$ cat config.mk
export PLATFORM = sky130hd
export DESIGN_NAME = scrambler
export DESIGN_NICKNAME = d
export VERILOG_FILES = /design/src/rtl/scrambler_pkg.sv /design/src/rtl/scrambler_lfsr.sv /design/src/rtl/scrambler.sv
export SDC_FILE = /design/constraint.sdc
export NUM_CORES = 1
export LEC_CHECK = 0
export ABC_AREA = 0
export CORE_MARGIN = 4
export CORE_UTILIZATION = 46
export CTS_CLUSTER_DIAMETER = 50
export DETAILED_ROUTE_END_ITERATION = 10
export GPL_TIMING_DRIVEN = 0
export MAX_ROUTING_LAYER = met4
export PLACE_DENSITY_LB_ADDON = 0.08
export REMOVE_ABC_BUFFERS = 1
export SKIP_LAST_GASP = 1
export SLEW_MARGIN = 20
export SYNTH_ARGS = -nofsm -noshare
export SYNTH_HDL_FRONTEND = slang
export SYNTH_SLANG_ARGS = --single-unit
$ cat constraint.sdc
create_clock -name aclk -period 1.79 [get_ports aclk]
set_input_delay 0.179 -clock aclk [delete_from_list [all_inputs] [get_ports aclk]]
set_output_delay 0.179 -clock aclk [all_outputs]
set_load 0.005 [all_outputs]
$ cat src/rtl/scrambler_pkg.sv
// Shared constants for the x^7+x^4+1 (802.11) scrambler.
// Reseed-on-last behaviour is selected in the top with SCRAMBLER_RESEED_ON_LAST_EN.
package scrambler_pkg;

  localparam int LFSR_LEN = 7;
  localparam int TAP_HI   = 6;
  localparam int TAP_LO   = 3;

  localparam logic [LFSR_LEN-1:0] DEFAULT_SEED = 7'b1011101;

  // One serial LFSR step: returns {feedback bit, next state}.
  function automatic logic [LFSR_LEN:0] lfsr_step(input logic [LFSR_LEN-1:0] s);
    logic fb;
    fb = s[TAP_HI] ^ s[TAP_LO];
    return {fb, s[LFSR_LEN-2:0], fb};
  endfunction

endpackage

$ cat src/rtl/scrambler_lfsr.sv
// Combinational WIDTH-step unroll of the scrambler LFSR.
// keystream[0] is the first bit in time, keystream[WIDTH-1] the last.
module scrambler_lfsr
  import scrambler_pkg::*;
#(
  parameter int WIDTH = 24
) (
  input  logic [LFSR_LEN-1:0] state,
  output logic [WIDTH-1:0]    keystream,
  output logic [LFSR_LEN-1:0] next_state
);

  logic [LFSR_LEN-1:0] walk;
  logic [LFSR_LEN:0]   step;

  always_comb begin
    keystream = '0;
    walk      = state;
    step      = '0;
    for (int i = 0; i < WIDTH; i++) begin
      step         = lfsr_step(walk);
      keystream[i] = step[LFSR_LEN];
      walk         = step[LFSR_LEN-1:0];
    end
    next_state = walk;
  end

endmodule

$ cat src/rtl/scrambler.sv
// AXI-Stream additive scrambler with a single output register stage.
// Define SCRAMBLER_RESEED_ON_LAST_EN to reload the seed after every tlast beat.
module scrambler
  import scrambler_pkg::*;
#(
  parameter int                  WIDTH = 24,
  parameter logic [LFSR_LEN-1:0] SEED  = DEFAULT_SEED
) (
  input  logic             aclk,
  input  logic             aresetn,
  input  logic [WIDTH-1:0] s_axis_tdata,
  input  logic [3:0]       s_axis_tuser,
  input  logic             s_axis_tlast,
  input  logic             s_axis_tvalid,
  output logic             s_axis_tready,
  output logic [WIDTH-1:0] m_axis_tdata,
  output logic [3:0]       m_axis_tuser,
  output logic             m_axis_tlast,
  output logic             m_axis_tvalid,
  input  logic             m_axis_tready
);

  // Handshake: a beat transfers on a rising edge where valid and ready are
  // both high; valid never depends on ready, ready may depend on valid.
  logic [LFSR_LEN-1:0] lfsr_state;
  logic [LFSR_LEN-1:0] lfsr_next;
  logic [WIDTH-1:0]    keystream;
  logic                in_xfer;

  assign s_axis_tready = !m_axis_tvalid || m_axis_tready;
  assign in_xfer       = s_axis_tvalid && s_axis_tready;

  scrambler_lfsr #(.WIDTH(WIDTH)) u_lfsr (
    .state      (lfsr_state),
    .keystream  (keystream),
    .next_state (lfsr_next)
  );

  always_ff @(posedge aclk or negedge aresetn) begin
    if (!aresetn) begin
      lfsr_state    <= SEED;
      m_axis_tdata  <= '0;
      m_axis_tuser  <= '0;
      m_axis_tlast  <= 1'b0;
      m_axis_tvalid <= 1'b0;
    end else begin
      if (in_xfer) begin
`ifdef SCRAMBLER_RESEED_ON_LAST_EN
        lfsr_state <= s_axis_tlast ? SEED : lfsr_next;
`else
        lfsr_state <= lfsr_next;
`endif
        m_axis_tdata  <= s_axis_tdata ^ keystream;
        m_axis_tuser  <= s_axis_tuser;
        m_axis_tlast  <= s_axis_tlast;
        m_axis_tvalid <= 1'b1;
      end else if (m_axis_tready) begin
        m_axis_tvalid <= 1'b0;
      end
    end
  end

endmodule

# --- After elaboration in Yosys (flattened, before gate mapping) ---
# Index checks and enable logic that the tools add are counted.
word_totals:
  regBits: 37
  elab_cells: 36
  out_inout_bits: 31
op_classes:
  n_reduce_logical: 4
  n_mux: 2
  bitwise_logic: 25
ops:
  columns: ["op", "n"]
  rows:
  - ["XOR 1 bit", 24]
  - ["XOR 24 bit", 1]
  - ["2-to-1 mux 1 bit", 2]
  - ["nonzero test 2 bit", 1]
  - ["logical AND 1 bit", 1]
  - ["zero test 1 bit", 1]
  - ["logical OR 1 bit", 1]

# --- Longest topological paths before layout ---
logic_depth:
  word_depth: 7
  depth_mapped: 6

# --- By module ---
# A second synthesis with hierarchy kept.
hier_totals:
  hier_cells: 152
  hier_area_um2: 2180.8
by_module_without_submodules:
  columns: ["mod", "area_per_inst_um2", "instances", "cells_per_inst"]
  rows:
  - ["scrambler", 1725.4, 1, 103]
  - ["scrambler_lfsr", 455.4, 1, 49]

# --- Worst setup path before layout ---
# OpenSTA, ideal clock, no wires.
synth_timing:
  path_kind: "register -> register"
  from: "reg lfsr_state[2]"
  to: "reg m_axis_tdata[17]"
  stages_incl_launch_ff: 6
  arrival_time_ps: 1493
  setup_time_ps: 129
  setup_slack_ps: 168
  n_path_buf: 1
  cell_sequence: "dfstp_2 buf_6 xnor3_2 xor2_1 xor2_1 o21ai_1"
synth_via:
  elab_chain_cells: 6
synth_rtl:
  columns: ["item", "line_no", "source"]
  rows:
  - ["start, declared", "scrambler.sv:25", "logic [LFSR_LEN-1:0] lfsr_state;"]
  - ["start signal, assigned", "scrambler.sv:51", "lfsr_state <= lfsr_next;"]
  - ["XOR 1 bit (5 in a row)", "scrambler_pkg.sv:14", "fb = s[TAP_HI] ^ s[TAP_LO];"]
  - ["XOR 24 bit", "scrambler.sv:53", "m_axis_tdata <= s_axis_tdata ^ keystream;"]
  - ["end signal, assigned", "scrambler.sv:53", null]
  - ["end, declared", "scrambler.sv:16", "output logic [WIDTH-1:0] m_axis_tdata,"]
# No other way between the ends.
# A chain may end at the register's enable or synchronous reset.

# --- Worst setup path in the final report ---
layout_timing:
  from: "reg lfsr_state[6]"
  to: "reg m_axis_tdata[18]"
layout_via:
  elab_chain_cells: 5
layout_rtl:
  columns: ["item", "line_no"]
  rows:
  - ["XOR 1 bit *", "scrambler_pkg.sv:14"]
  - ["XOR 1 bit (2 in a row)", "scrambler_pkg.sv:14"]
  - ["XOR 1 bit *", "scrambler_pkg.sv:14"]
  - ["XOR 24 bit *", "scrambler.sv:53"]
# Mark *: on every way between the ends. The rest lies on a longest branch, timed or not.

==> flow_metrics.py <==
metrics = {
    "sta": {
        "setup_viol": 0,
        "whs_ns": 0.323,
        "hold_violations": 0,
        "fin_crit_sh_pct": 92.6,
        "fin_skew_ns": 0.00490,
        "max_freq_ghz": 0.603,
        "rsz0062_at_grt": "no",
        "tightest_slew_ns": 0.490,
        "slew_headroom_pct": 67.2,
        "drv_slew": 0,
        "post-route-min-period_ns": 1.66,
    },
    "clocking": {
        "cts.reportedPaths.clkPinSlew_ns": 0.07,
        "cts_buffers": 5,
        "ctsHtreeMaxLevel": 2,
        "cts_resized": 0,
        "clkLatencyLatePin_ns": 0.28,
        "cts_tree": "built",
        "clock-root-buffer": "clkbuf_8",
        "clock_sinks": 37,
        "cts.path.max_buffers": 2,
    },
    "global_route": {
        "gr-total-overflow": 0,
        "grt_usage_pct": 16.8,
        "grt_max_degree": 33,
        "first_global_vias": 1423,
        "grt_antenna_before_repair": 0,
        "grt_pass1_wl_mm": 6.75,
    },
    "power": {
        "powerDensity_nw_per_um2": 2040,
        "clockPowerShare_pct": 9.8,
        "p_total_mw": 5.64,
        "sw_frac_of_total_pct": 37.7,
        "ir_drop_uv": 1000,
        "combPwrFrac_pct": 60.8,
        "power_switching_mw": 2.12,
        "seqPwrFrac_pct": 29.4,
        "p_int_mw": 3.51,
        "p_leak_nw": 1.12,
    },
    "floorplan": {
        "initial_core_util_pct": 48.6,
        "chipWidth_um": 74.0,
        "die_h_um": 74.0,
        "die-area_um2": 5470,
        "pin_count": 64,
        "coreArea_um2": 4120,
        "rows": 23,
    },
    "critical_path": {
        "arrival_ns": 1.82,
        "reg2reg_depth": 4,
        "critPathKind": "reg -> reg",
        "worstPathRequired_ns": 1.95,
        "start_kind": "register",
        "path_max_fanout": 7,
        "endpoint_kind": "register",
    },
    "cells_and_area": {
        "nets": 273,
        "drive_gt1_share_pct": 13.3,
        "diodes": 0,
        "final_area_um2": 2760,
        "n_fill_cell": 325,
        "syn_to_final_growth_pct": 38.0,
    },
    "place": {
        "place_hpwl_mm": 2.96,
        "place_congestion": 0.766,
        "post_dp_cell_area_um2": 2650,
        "port_buffers": 63,
    },
    "logic_synthesis": {
        "yosys_warnings": 0,
        "synth_top_area_share_pct": 40.0,
        "syn_area_um2": 2000,
        "synth-main-ff-cell": "dfrtp_1",
        "ys_seq_area_share_pct": 46.6,
        "synth_area_leaders": "dfrtp_1 40%, xnor2_1 16%, xor2_1 10%",
        "synth_commonest_cells": "36 x xnor2_1, 32 x dfrtp_1, 25 x nand2_1",
        "syn_area_per_cell_um2": 11.3,
        "synth_edf_count": 0,
        "yosys.area.top_type": "dfrtp_1",
        "synth-seq-cells": 37,
        "postSynthCellCount": 177,
        "post-synth-top-count-cell": "xnor2_1",
        "ys_types": 19,
        "async_reset_ff_share_pct": 100,
    },
    "drt": {
        "wl_per_cell_um": 13.8,
        "ant_nets": 0,
        "viasPerCell": 4.71,
        "drt-pass1-iter-count": 4,
        "drt-total-wl_mm": 4.01,
        "post-route-drc-count": 0,
        "via_count": 1372,
        "drt_iter0_drc": 48,
    },
    "job": {
        "cap_violations": 0,
    },
    "status": {
        "status": "complete, no violations",
    },
    "min_path": {
        "hold_class": "in -> async",
    },
}
==> placed cells by master, fill, tap and decap left out <==
cell and count:
xnor3_2 1, buf_12 1, buf_16 1, buf_4 3
xnor2_1 36, clkdlybuf4s50_1 62, o21ai_0 23, xor2_1 23
dlygate4sd3_1 1, nand2_2 1, o21ai_1 1, dfstp_2 5
nand2_1 24, buf_2 1, xor2_2 1, xnor2_4 1
clkbuf_8 5, clkbuf_1 1, xor2_4 2, dfrtp_1 32
clkinv_2 2, mux2_2 8, nand3_1 3, nor2_1 1
nand2b_1 2
==> power by group through the flow <==
| stage | clock network, mW | registers [mW] | logic [mW] |
|---|---|---|---|
| floorplan | 0 | 1.70 | 2.30 |
| global placement | 0 | 1.74 | 3.22 |
| detailed placement | 0 | 1.76 | 3.32 |
| CTS | 0.574 | 1.70 | 3.41 |
| global route | 0.608 | 1.72 | 3.78 |
| finish | 0.554 | 1.66 | 3.43 |
==> repair_timing <==
item,in CTS,in global routing
cloned,0,0
pin swaps,0,0
hold endpoints to repair,12,0
setup endpoints to repair,1,1
buffers inserted,1,2
hold buffers,1,0
==> metal layers <==
| metal | vias up | wire (µm) | global-route usage (%) | share of wire (%) |
|---|---|---|---|---|
| met2 | 41 | 1930 | 27.6 | 48 |
| met3 | 2 | 261 | 4.46 | 6.5 |
| met5 | - | 0 | - | 0 |
| met1 | 643 | 1800 | 20.7 | 45 |
| met4 | 0 | 22 | 4.23 | 0.55 |
| li1 | 686 | - | - | - |
==> state kept, by name, summed over array words and instances, names as in the netlist <==
register       count
m_axis_tuser       4
m_axis_tdata      24
lfsr_state         7
m_axis_tvalid      1
m_axis_tlast       1
==> cells by family (layout without fill, tap and decap cells) <==
| logic type | after synthesis | after routing | share of synthesized area, % |
|---|---|---|---|
| flops | 37 | 37 | 46.6 |
| compound gates | 24 | 24 | 6.00 |
| simple gates | 31 | 31 | 6.25 |
| buf+inv | 13 | 77 | 4.69 |
| mux | 8 | 8 | 4.50 |
| xor+xnor | 64 | 64 | 32.0 |
==> worst max-delay path, cell delays in order, from the launching register on <==
cell and delay, ns:
dfstp_2 0.71, xor2_4 0.33, xnor2_1 0.24, xnor2_1 0.15, o21ai_0 0.10
==> path summary, 6_finish.rpt <==
check / startpoint / end / slack, ns
worst min register to register: m_axis_tdata[9] / m_axis_tdata[9] / 0.48
worst max-delay path: lfsr_state[6] / m_axis_tdata[18] / 0.13
worst max register to register: lfsr_state[6] / m_axis_tdata[18] / 0.13
min in group aclk: m_axis_tdata[9] / m_axis_tdata[9] / 0.48
max in group asynchronous: aresetn / lfsr_state[0] / 0.96
worst min-delay path: aresetn / m_axis_tuser[1] / 0.32
==> layout make-up <==
cell class,instances,area (µm²),area share [%]
Tap cell,50,62.6,2.27
Timing Repair Buffer,69,706,25.6
Multi-Input combinational cell,127,977,35.4
Sequential cell,37,932,33.8
Clock buffer,6,72.6,2.63
Clock inverter,2,10.0,0.363
==> stage by stage <==
stage / std cells / util, % / setup TNS (ns) / setup WS [ns]
floorplan: 164 / - / -0.798 / -0.105
global placement: 277 / 63.2 / -30.02 / -0.737
detailed placement: 279 / 64.3 / -0.880 / -0.151
CTS: 289 / 66.7 / 0 / 0.0527
global route: 291 / 67.1 / 0 / 0.0181
finish: 291 / 67.1 / 0 / 0.133
Power figures use the tool's default switching activity.
